==> config.mk <==
export PLATFORM = sky130hd
export DESIGN_NAME = function_chooser_arb_flat
export DESIGN_NICKNAME = d
export VERILOG_FILES = /design/src/rtl/function_chooser_arb_if.sv /design/src/rtl/function_chooser_arb.sv /design/src/flat_wrapper.sv
export SDC_FILE = /design/constraint.sdc
export NUM_CORES = 1
export LEC_CHECK = 0
export CORE_AREA = 5 5 48 50
export DETAILED_ROUTE_END_ITERATION = 16
export DIE_AREA = 0 0 53 55
export GPL_TIMING_DRIVEN = 0
export HOLD_SLACK_MARGIN = 0.03
export PLACE_DENSITY = 0.73
export SYNTH_ARGS = -nofsm -noshare
export SYNTH_HDL_FRONTEND = slang
export SYNTH_SLANG_ARGS = --single-unit
==> constraint.sdc <==
create_clock -name clk -period 1.4 [get_ports clk]
set_input_delay 0.21 -clock clk [delete_from_list [all_inputs] [get_ports clk]]
set_output_delay 0.21 -clock clk [all_outputs]
set_load 0.05 [all_outputs]
==> src/rtl/function_chooser_arb_if.sv <==
// Request/grant bundle between the function chooser arbiter and its clients.
// The arbiter uses the master modport; request sources and function units use slave.
interface function_chooser_arb_if #(
  parameter int N = 4
);
  localparam int IDXW = $clog2(N);

  logic [N-1:0]    reqs;
  logic            done;
  logic [N-1:0]    sets;
  logic [IDXW-1:0] sel;
  logic            busy;
  logic            fin;
  logic [N-1:0]    pending;
  logic [N-1:0]    drop;

  modport master (
    input  reqs, done,
    output sets, sel, busy, fin, pending, drop
  );

  modport slave (
    output reqs, done,
    input  sets, sel, busy, fin, pending, drop
  );
endinterface

==> src/rtl/function_chooser_arb.sv <==
// Clocked function chooser: queues rising request edges per channel and grants one
// function at a time (fixed priority or round-robin) until it reports done.
module function_chooser_arb #(
  parameter int N    = 4,
  parameter int MODE = 0
) (
  input logic                    clk,
  input logic                    rst,
  function_chooser_arb_if.master bus
);
  localparam int IDXW = $clog2(N);

  typedef enum logic {IDLE, GRANT} state_t;

  state_t          state;
  logic [N-1:0]    reqs_q;
  logic [N-1:0]    pending_q;
  logic [N-1:0]    drop_q;
  logic [N-1:0]    sets_q;
  logic [IDXW-1:0] sel_q;
  logic [IDXW-1:0] last_grant;
  logic            busy_q;
  logic            fin_q;

  logic [N-1:0]    rise;
  logic [N-1:0]    grant_mask;
  logic [N-1:0]    pending_nxt;
  logic [N-1:0]    drop_nxt;
  logic [IDXW-1:0] win;
  logic            found;

  // Winner search; round-robin starts one past the last grant and wraps modulo N.
  always_comb begin : search
    logic [IDXW-1:0] start;
    logic [IDXW:0]   pos;
    // NOTE: every combinational output gets a default first so no path infers a latch.
    win   = '0;
    found = 1'b0;
    start = '0;
    pos   = '0;
    if (MODE == 1 && last_grant != IDXW'(N - 1))
      start = last_grant + 1'b1;
    for (int k = 0; k < N; k++) begin
      pos = {1'b0, start} + (IDXW + 1)'(k);
      if (pos >= (IDXW + 1)'(N))
        pos = pos - (IDXW + 1)'(N);
      if (!found && pending_q[pos[IDXW-1:0]]) begin
        win   = pos[IDXW-1:0];
        found = 1'b1;
      end
    end
  end

  // A fresh edge on the channel being granted re-queues it without a drop.
  always_comb begin
    rise       = bus.reqs & ~reqs_q;
    grant_mask = '0;
    if (state == IDLE && found)
      grant_mask[win] = 1'b1;
    pending_nxt = (pending_q & ~grant_mask) | rise;
    drop_nxt    = rise & pending_q & ~grant_mask;
  end

  // NOTE: state registers use non-blocking assignments so all of them update together.
  always_ff @(posedge clk) begin
    if (rst) begin
      // NOTE: there is no storage array here, so every register is cleared by reset.
      state      <= IDLE;
      reqs_q     <= '0;
      pending_q  <= '0;
      drop_q     <= '0;
      sets_q     <= '0;
      sel_q      <= '0;
      last_grant <= IDXW'(N - 1);
      busy_q     <= 1'b0;
      fin_q      <= 1'b0;
    end else begin
      reqs_q    <= bus.reqs;
      pending_q <= pending_nxt;
      drop_q    <= drop_nxt;
      fin_q     <= 1'b0;
      case (state)
        IDLE: begin
          if (found) begin
            sets_q     <= grant_mask;
            sel_q      <= win;
            last_grant <= win;
            busy_q     <= 1'b1;
            state      <= GRANT;
          end
        end
        GRANT: begin
          if (bus.done) begin
            sets_q <= '0;
            busy_q <= 1'b0;
            fin_q  <= 1'b1;
            state  <= IDLE;
          end
        end
        default: state <= IDLE;
      endcase
    end
  end

  assign bus.sets    = sets_q;
  assign bus.sel     = sel_q;
  assign bus.busy    = busy_q;
  assign bus.fin     = fin_q;
  assign bus.pending = pending_q;
  assign bus.drop    = drop_q;

endmodule

==> src/flat_wrapper.sv <==
// flat-port wrapper written by rule: the top's interface ports become plain ports
module function_chooser_arb_flat 
#(
  parameter int N    = 4,
  parameter int MODE = 0
)
  (clk, rst, bus_reqs, bus_done, bus_sets, bus_sel, bus_busy, bus_fin, bus_pending, bus_drop);
  function_chooser_arb_if #(.N(N)) bus_i ();
  input logic clk;
  input logic rst;
  input wire logic [$bits(bus_i.reqs)-1:0] bus_reqs;
  input wire logic [$bits(bus_i.done)-1:0] bus_done;
  output wire logic [$bits(bus_i.sets)-1:0] bus_sets;
  output wire logic [$bits(bus_i.sel)-1:0] bus_sel;
  output wire logic [$bits(bus_i.busy)-1:0] bus_busy;
  output wire logic [$bits(bus_i.fin)-1:0] bus_fin;
  output wire logic [$bits(bus_i.pending)-1:0] bus_pending;
  output wire logic [$bits(bus_i.drop)-1:0] bus_drop;
  assign bus_i.reqs = bus_reqs;
  assign bus_i.done = bus_done;
  assign bus_sets = bus_i.sets;
  assign bus_sel = bus_i.sel;
  assign bus_busy = bus_i.busy;
  assign bus_fin = bus_i.fin;
  assign bus_pending = bus_i.pending;
  assign bus_drop = bus_i.drop;
  function_chooser_arb #(.N(N), .MODE(MODE)) u_core (.clk(clk), .rst(rst), .bus(bus_i));
endmodule
==> results of run 1 <==
==> worst min-delay path by stage <==
stage	start	slack, ps	to	depth (start not counted)
3_3_place_gp	u_core.reqs_q[1]	400	u_core.bus.drop[1]	1
3_5_place_dp	u_core.reqs_q[2]	400	u_core.bus.drop[2]	1
5_1_grt	rst	200	u_core.reqs_q[0]	2
6_report	rst	180	u_core.reqs_q[3]	2
2_1_floorplan	bus_done	330	u_core.state	1
4_1_cts	rst	180	u_core.reqs_q[3]	2
==> power by group through the flow <==
| stage | Sequential (uW) | Combinational (uW) | Clock (uW) |
|---|---|---|---|
| 6_report | 670 | 277 | 286 |
| 5_1_grt | 678 | 302 | 322 |
| 4_1_cts | 669 | 287 | 301 |
| 3_5_place_dp | 683 | 302 | 0 |
| 3_3_place_gp | 681 | 298 | 0 |
| 2_1_floorplan | 778 | 107 | 0 |
==> cell families (layout without fill, tap and decap cells) <==
logic type / after synthesis / count (layout) / synth area share (%)
AOI/OAI and AO/OA: 20 / 20 / 16.8
buffers and inverters: 6 / 31 / 4.61
DFF: 21 / 21 / 55.4
and+or+nand+nor: 32 / 32 / 23.2
==> per-layer routing <==
| layer | up-vias | track usage, % | part of all wire (%) |
|---|---|---|---|
| li1 | 327 | - | - |
| met1 | 279 | 16.0 | 45 |
| met2 | 14 | 22.7 | 48 |
| met3 | 2 | 3.49 | 6.1 |
| met4 | 0 | 7.66 | 0.76 |
| met5 | - | 0 | 0 |
==> sequential cells by signal, summed over array words and instances (netlist names) <==
register	cells
u_core.bus.sets	4
u_core.reqs_q	4
u_core.state	1
u_core.bus.pending	4
u_core.bus.drop	4
u_core.bus.fin	1
u_core.bus.busy	1
u_core.bus.sel	2
==> cells in the mapped netlist, drive strengths merged, types with 2 or more instances <==
library cell | number | area share, %
inv | 2 | 0.99
o221a | 2 | 3.0
nor2b | 5 | 4.1
nand3 | 3 | 2.0
a21oi | 11 | 7.2
a22oi | 2 | 2.0
buf | 4 | 3.6
nor3b | 2 | 2.0
nand2 | 5 | 2.5
o21ai | 3 | 2.5
dfxtp | 21 | 55
nor3 | 3 | 2.6
nor2 | 7 | 3.5
nand2b | 4 | 3.3
==> metrics by stage <==
stage | setup TNS, ps | total power (uW)
after floorplan | 0 | 885
after global placement | -324 | 979
after detailed placement | -335 | 984
after CTS | 0 | 1260
after global routing | 0 | 1300
final | 0 | 1230
==> repair_timing <==
| item | 4_1_cts | 5_1_grt |
|---|---|---|
| hold buffers | 0 | 0 |
| gates resized for setup | 35 | 15 |
| setup endpoints to repair | 16 | 13 |
==> area by class of cell <==
| cell class | count | area [um^2] |
|---|---|---|
| clock inverters | 1 | 5.00 |
| clock buffers | 3 | 22.5 |
| fillers | 174 | 872 |
| repair buffers | 21 | 166 |
| inverters | 2 | 7.51 |
| plain buffers | 4 | 27.5 |
| flip-flops and latches | 21 | 423 |
| well taps | 27 | 33.8 |
| multi-input cells | 52 | 304 |
==> results.txt, run 1 <==
* Sequential cell fraction of total power: around 54%
* Net load switching power: 397 uW
- Critical path cell sequence: dlygate4sd2_1
- At the worst endpoint, the arrival time is 1140 ps.
- Buffers inserted during clock tree synthesis total 3.
* Slew margin rel.: 67.4%
- Share of layout cells above drive strength 1: 24.0%
- For this run, the total global-route usage over all layers was measured as 13.6%.
* Worst-skew pair later-pin latency: 300 ps
- Setup slack after placement: -154 ps
- Summing the sequential cell areas from Yosys gives 55.4% of the chip area.
* Worst hold slack across all endpoints: 179 ps
- Number of synthesized flops with an enable pin: 0
* Number of instances in the synthesized netlist: 79
- Share of flip-flops with an asynchronous set or reset: 0%
- In this run the standard cell core region covers 0.00186 mm^2.
* Syn Std Cell Area: 759 um^2
- Number of input and output port buffers inserted: 21
- On the critical path, the stage with the largest delay is an instance of dlygate4sd2_1.
* Area delta synth->final: 30.3%
- Die area: between 0.002 and 0.003 mm^2
- The clock passes through at most 2 buffers.
* Number of max-cap violations: 0
* HP Class: in2reg
* Warning count from the yosys run: 0
- Top-level I/O count: 23
- Once the floorplan was initialized, standard cells occupied between 40% and 50% of the core.
- Once the clock tree was built, the setup fixing pass inserted 0 buffers.
- Largest net degree at the start of global routing: 13
- Placed wire-length estimate: 1.15 mm
- After the last flow step, the layout net total stands at around 110.
- Count of endpoints failing setup in the final report: 0
- Crit Path Max Fanout: 1
* Relative contribution of the clock network to total power: 23.2%
- Detailed Routing Iterations Pass 1: 4
* CP startpoint kind: flop
- The initialized floorplan defines 16 standard-cell rows.
- Initial antenna violation count: 0
* Total power density per cell area: 1250 mW/mm^2
- Worst Setup EP: bus_drop[0]
- Hold violation total from the final report: 0
- Synthesis produced a netlist with a net count of 86.
* Dominant register cell in the synthesized netlist: dfxtp_1
* Average instance area after synthesis: 9.61 um^2
- Summed over all cells, the static leakage comes to 0.000408 uW.
- Cell internal power was estimated by the tool at 836 uW.
* Number of synthesized register bits: 21
- End-of-flow core utilization: 53.2%
- Data required time at the worst endpoint: 1190 ps
- After detailed routing, the total wire length is ~1.6 mm.
- In this run the critical register-to-register path is launched from u_core.bus.pending[0].
* Max stage delay on crit path: between 500 and 600 ps
* Overall via count from detail_route: 622
- Between clock sinks in the finished design, the worst skew comes to between 7 and 8 ps.
- TritonCTS built the clock tree.
* Total DRC errors in the routed layout: 0
- STA classifies the critical path endpoint as an output port.
- Maximum achievable frequency: 0.742 GHz
- The top cell types in the final layout, fill and taps aside, are dfxtp_1, a21oi_1, nor2_1.
- R2R Path End: u_core.bus.pending[3]
* Placer congestion estimate: 0.738
* Count of H-tree levels built during CTS: 1
- The detail route stage leaves a number of antenna-violating nets equal to 0.
- Reg-to-reg slack, setup: 220 ps
- For the pin with the worst max-slew slack, the measured transition is 490 ps.
- Setup repair after global routing left no endpoint under its margin.
- Number of different library cells in the post-synthesis netlist: 24
* Register clock-pin slew on the reported worst setup and hold paths: 120 ps
- Clock tree synthesis found a total of 21 sinks.
* Non-Filler Cell Area, Final: approximately 990 um^2
* Clock period minus final worst setup slack: between 1000 and 1500 ps
- Buffer type at the clock tree root: clkbuf_4
- After the flow finishes, the layout carries non-filler instances totaling 131.
- The final critical path takes up 96.2% of the cycle.
* Max rail drop VDD: 0.000719 V
- Path depth of the worst reg2reg path: 4
* Critical path class: reg2out
- Together, buffers and inverters on the worst path number 1.
- Cell total after placement: 127
* Max-slew violation count: 0
* Wire length per cell after detailed routing: 12.0 um
- Cell area after placement: 0.00100 mm^2
- 1st-iter DRT viols: 11
- Net Sw Frac: 32.2%
- Fin worst setup slack: 52.5 ps
* Run status: finished, final reports clean
- Width of the die: around 53 um
- The kind of cell with the highest combined delay along the critical path is buffers and inverters.
- Combinational group share of total power: 22.5%
- The most critical setup path has its startpoint at u_core.bus.drop[0].
- The repair_antennas step left the layout with diodes totalling 0.
- In this run the number of cells on the critical path is 1.
- The die is 55 um tall.
- The first global-routing pass estimated 2.84 mm of wire.
* Number of vias per cell: between 4 and 5
- Summed over all layers, the global routing overflow is 0.
* Via count of the first global-routing pass: around 660
- Most common cell after layout, fill and taps aside: dfxtp_1
No activity file was read; power rests on OpenSTA's default activity.
==> inputs of run 2 (changes only) <==
GPL_ROUTABILITY_DRIVEN = 0   (was default)
clock period = 1.48 ns   (was 1.4 ns; I/O delays follow)
==> results.txt, run 2 (synthesized netlist as in run 1, its figures left out) <==
* Run status: finished, final reports clean
* Max rail drop VDD: 0.000707 V
* Period Utilization, post-route: between 90% and 100%
* Core Footprint: 0.00186 mm^2
- Slew @ Worst Pin: 493 ps
- Before CTS, the worst setup slack after placement is -86.2 ps.
- Leaving out fill and tap cells, the most frequent cell in the layout is dfxtp_1.
* Width of the die: 53 um
* Aggregate global-route resource usage: about 14%
- The floorplan has 16 rows.
- Crit Path Max Fanout: 2
- Final antenna-violating net count: 0
- In the routed design, unresolved DRC markers number 0.
- CP startpoint kind: flop
- Max-slew violation count: 0
- 23 I/O pins were placed.
- Starting utilization of the core area: 40.8%
- Via count of the first global-routing pass: about 660
- The total count of hold-check failures in the final report is 0.
* Initial antenna violation count: 0
- Die extent in y: 55 um
- The startpoint identified for the worst register-to-register timing path is u_core.bus.pending[0].
- STA classifies the critical path endpoint as an output port.
* R2R Path End: u_core.bus.pending[3]
- Summed over all layers, the routed wires come to 1.58 mm.
* Total gr overflow: 0
- Busiest metal layer after global routing: met2
- Clock skew after layout: approximately 8 ps
- The pre-antenna-repair detailed-routing pass consisted of 4 iterations.
* 1st-iter DRT viols: 11
- The worst hold path begins at rst.
- Entering global routing, the biggest net connects 13 pins.
- Global-route track usage on met2: 22.7%
- In this run the power density over the cells is about 1200 mW/mm^2.
- On the worst path, the slowest cell contributes a delay of 540 ps.
* Critical path cell sequence: dlygate4sd2_1
* Total power: 1170 uW
- Setup repair after global routing missed its margin: false
- Number of cells in the finished layout apart from fillers: 131
- For hold timing, the worst endpoint is u_core.reqs_q[3].
* Number of buffers inserted during clock tree synthesis: 3
* Worst-skew pair later-pin latency: approximately 300 ps
* Reg-to-reg slack, setup: ~300 ps
- Die area: 0.00292 mm^2
- Path depth of the worst reg2reg path: 4
- Area taken by flip-flops and latches: approximately 420 um^2
- Maximum achievable frequency: approximately 0.70 GHz
- For this run, global-route usage on met3 was measured as 3.49%.
- Library cell contributing the largest single delay on the critical path: dlygate4sd2_1
* Worst hold slack across all endpoints: 186 ps
* Overall via count from detail_route: 627
- The library cells used most frequently in the layout, excluding fill and tap cells, are dfxtp_1, a21oi_1, dlygate4sd2_1.
* Clock Tree Buf Depth: 2
* Area delta synth->final: 34.1%
* Data arrival time of the critical path: ~1200 ps
- Number of buffers and inverters on the critical path: 1
- After layout, the worst setup slack is around 52 ps.
* Static Leak: 0.000438 uW
* Number of vias per cell: approximately 4.8
- Clock tree from TritonCTS: built
- Setup Fix Bufs, Post-CTS: 0
* Share of layout cells above drive strength 1: 17.3%
- Along the worst hold path, the cell count comes to 2.
* Hold buffers post-CTS: 0
* Count of endpoints failing setup in the final report: 0
- Final layout net count: 112
- # diodes: 0
- Max-cap violations in this run came to 0.
- Total clock sinks: 21
- In the global route stage, met1 resource usage came out at 16.0%.
* Count of H-tree levels built during CTS: 1
- In this run the tightest slew margin relative to its limit is around two thirds.
* Clock period minus final worst setup slack: around 1400 ps
* Wire length of the first global-routing pass: between 2 and 3 mm
* Data required time at the worst endpoint: roughly 1300 ps
* Footprint of the multi-input gates: around 300 um^2
- Buffer type at the clock tree root: clkbuf_4
- Number of fill cells in the layout: 175
- Family with the most delay on the worst path: buffers and inverters
- After clock tree synthesis, the clock-pin slew on the worst setup and hold paths is approximately 120 ps.
- The worst setup path is of the reg2out kind.
- Cell total after placement: 127
- HP Class: in2reg
- Dividing the detail-routed wire length by the instance count gives 12.1 um.
- Once detailed placement completed, the half-perimeter wirelength came to 1.15 mm.
- Input and output buffers added on the ports amount to 21.
- Gates resized during post-CTS repair numbered 22.
run 2: worst max-delay path by stage:
stage                          start                    end  slack [ps]  cells past startpoint
2_1_floorplan  u_core.bus.pending[0]  u_core.bus.pending[3]         110                      4
3_3_place_gp   u_core.bus.pending[1]         bus_pending[1]         -80                      1
3_5_place_dp   u_core.bus.pending[2]         bus_pending[2]         -90                      1
4_1_cts        u_core.bus.pending[2]         bus_pending[2]           4                      1
5_1_grt           u_core.bus.sets[2]            bus_sets[2]           8                      1
6_report       u_core.bus.pending[0]         bus_pending[0]          50                      1
run 2: cell type report:
type                            count  area share, %
Tap cell                           27           3.32
Buffer                              4           2.70
Clock inverter                      1          0.491
Clock buffer                        3           2.21
Sequential cell                    21           41.5
Inverter                            2          0.737
Timing Repair Buffer               21           19.2
Multi-Input combinational cell     52           29.9
run 2: routing by layer:
metal / part of all wire [%] / vias up
met5: 0 / -
met4: 0.76 / 0
met3: 5.8 / 2
met2: 48 / 21
met1: 46 / 281
li1: - / 323
run 2: report_power, final:
| group | switching (uW) | leakage, uW | internal (uW) | total (uW) |
|---|---|---|---|---|
| Clock | 171 | 0.0000177 | 101 | 271 |
| Combinational | 175 | 0.000247 | 93.1 | 268 |
| Sequential | 30.6 | 0.000173 | 603 | 633 |
run 2: through the flow:
stage | instance area (um^2) | TNS, ps | util, %
after detailed placement | 1000 | -164 | 53.9
after global routing | 1020 | 0 | 54.7
after global placement | 1000 | -151 | 53.9
after CTS | 1020 | 0 | 54.7
after floorplan | 759 | 0 | -
final | 1020 | 0 | 54.7
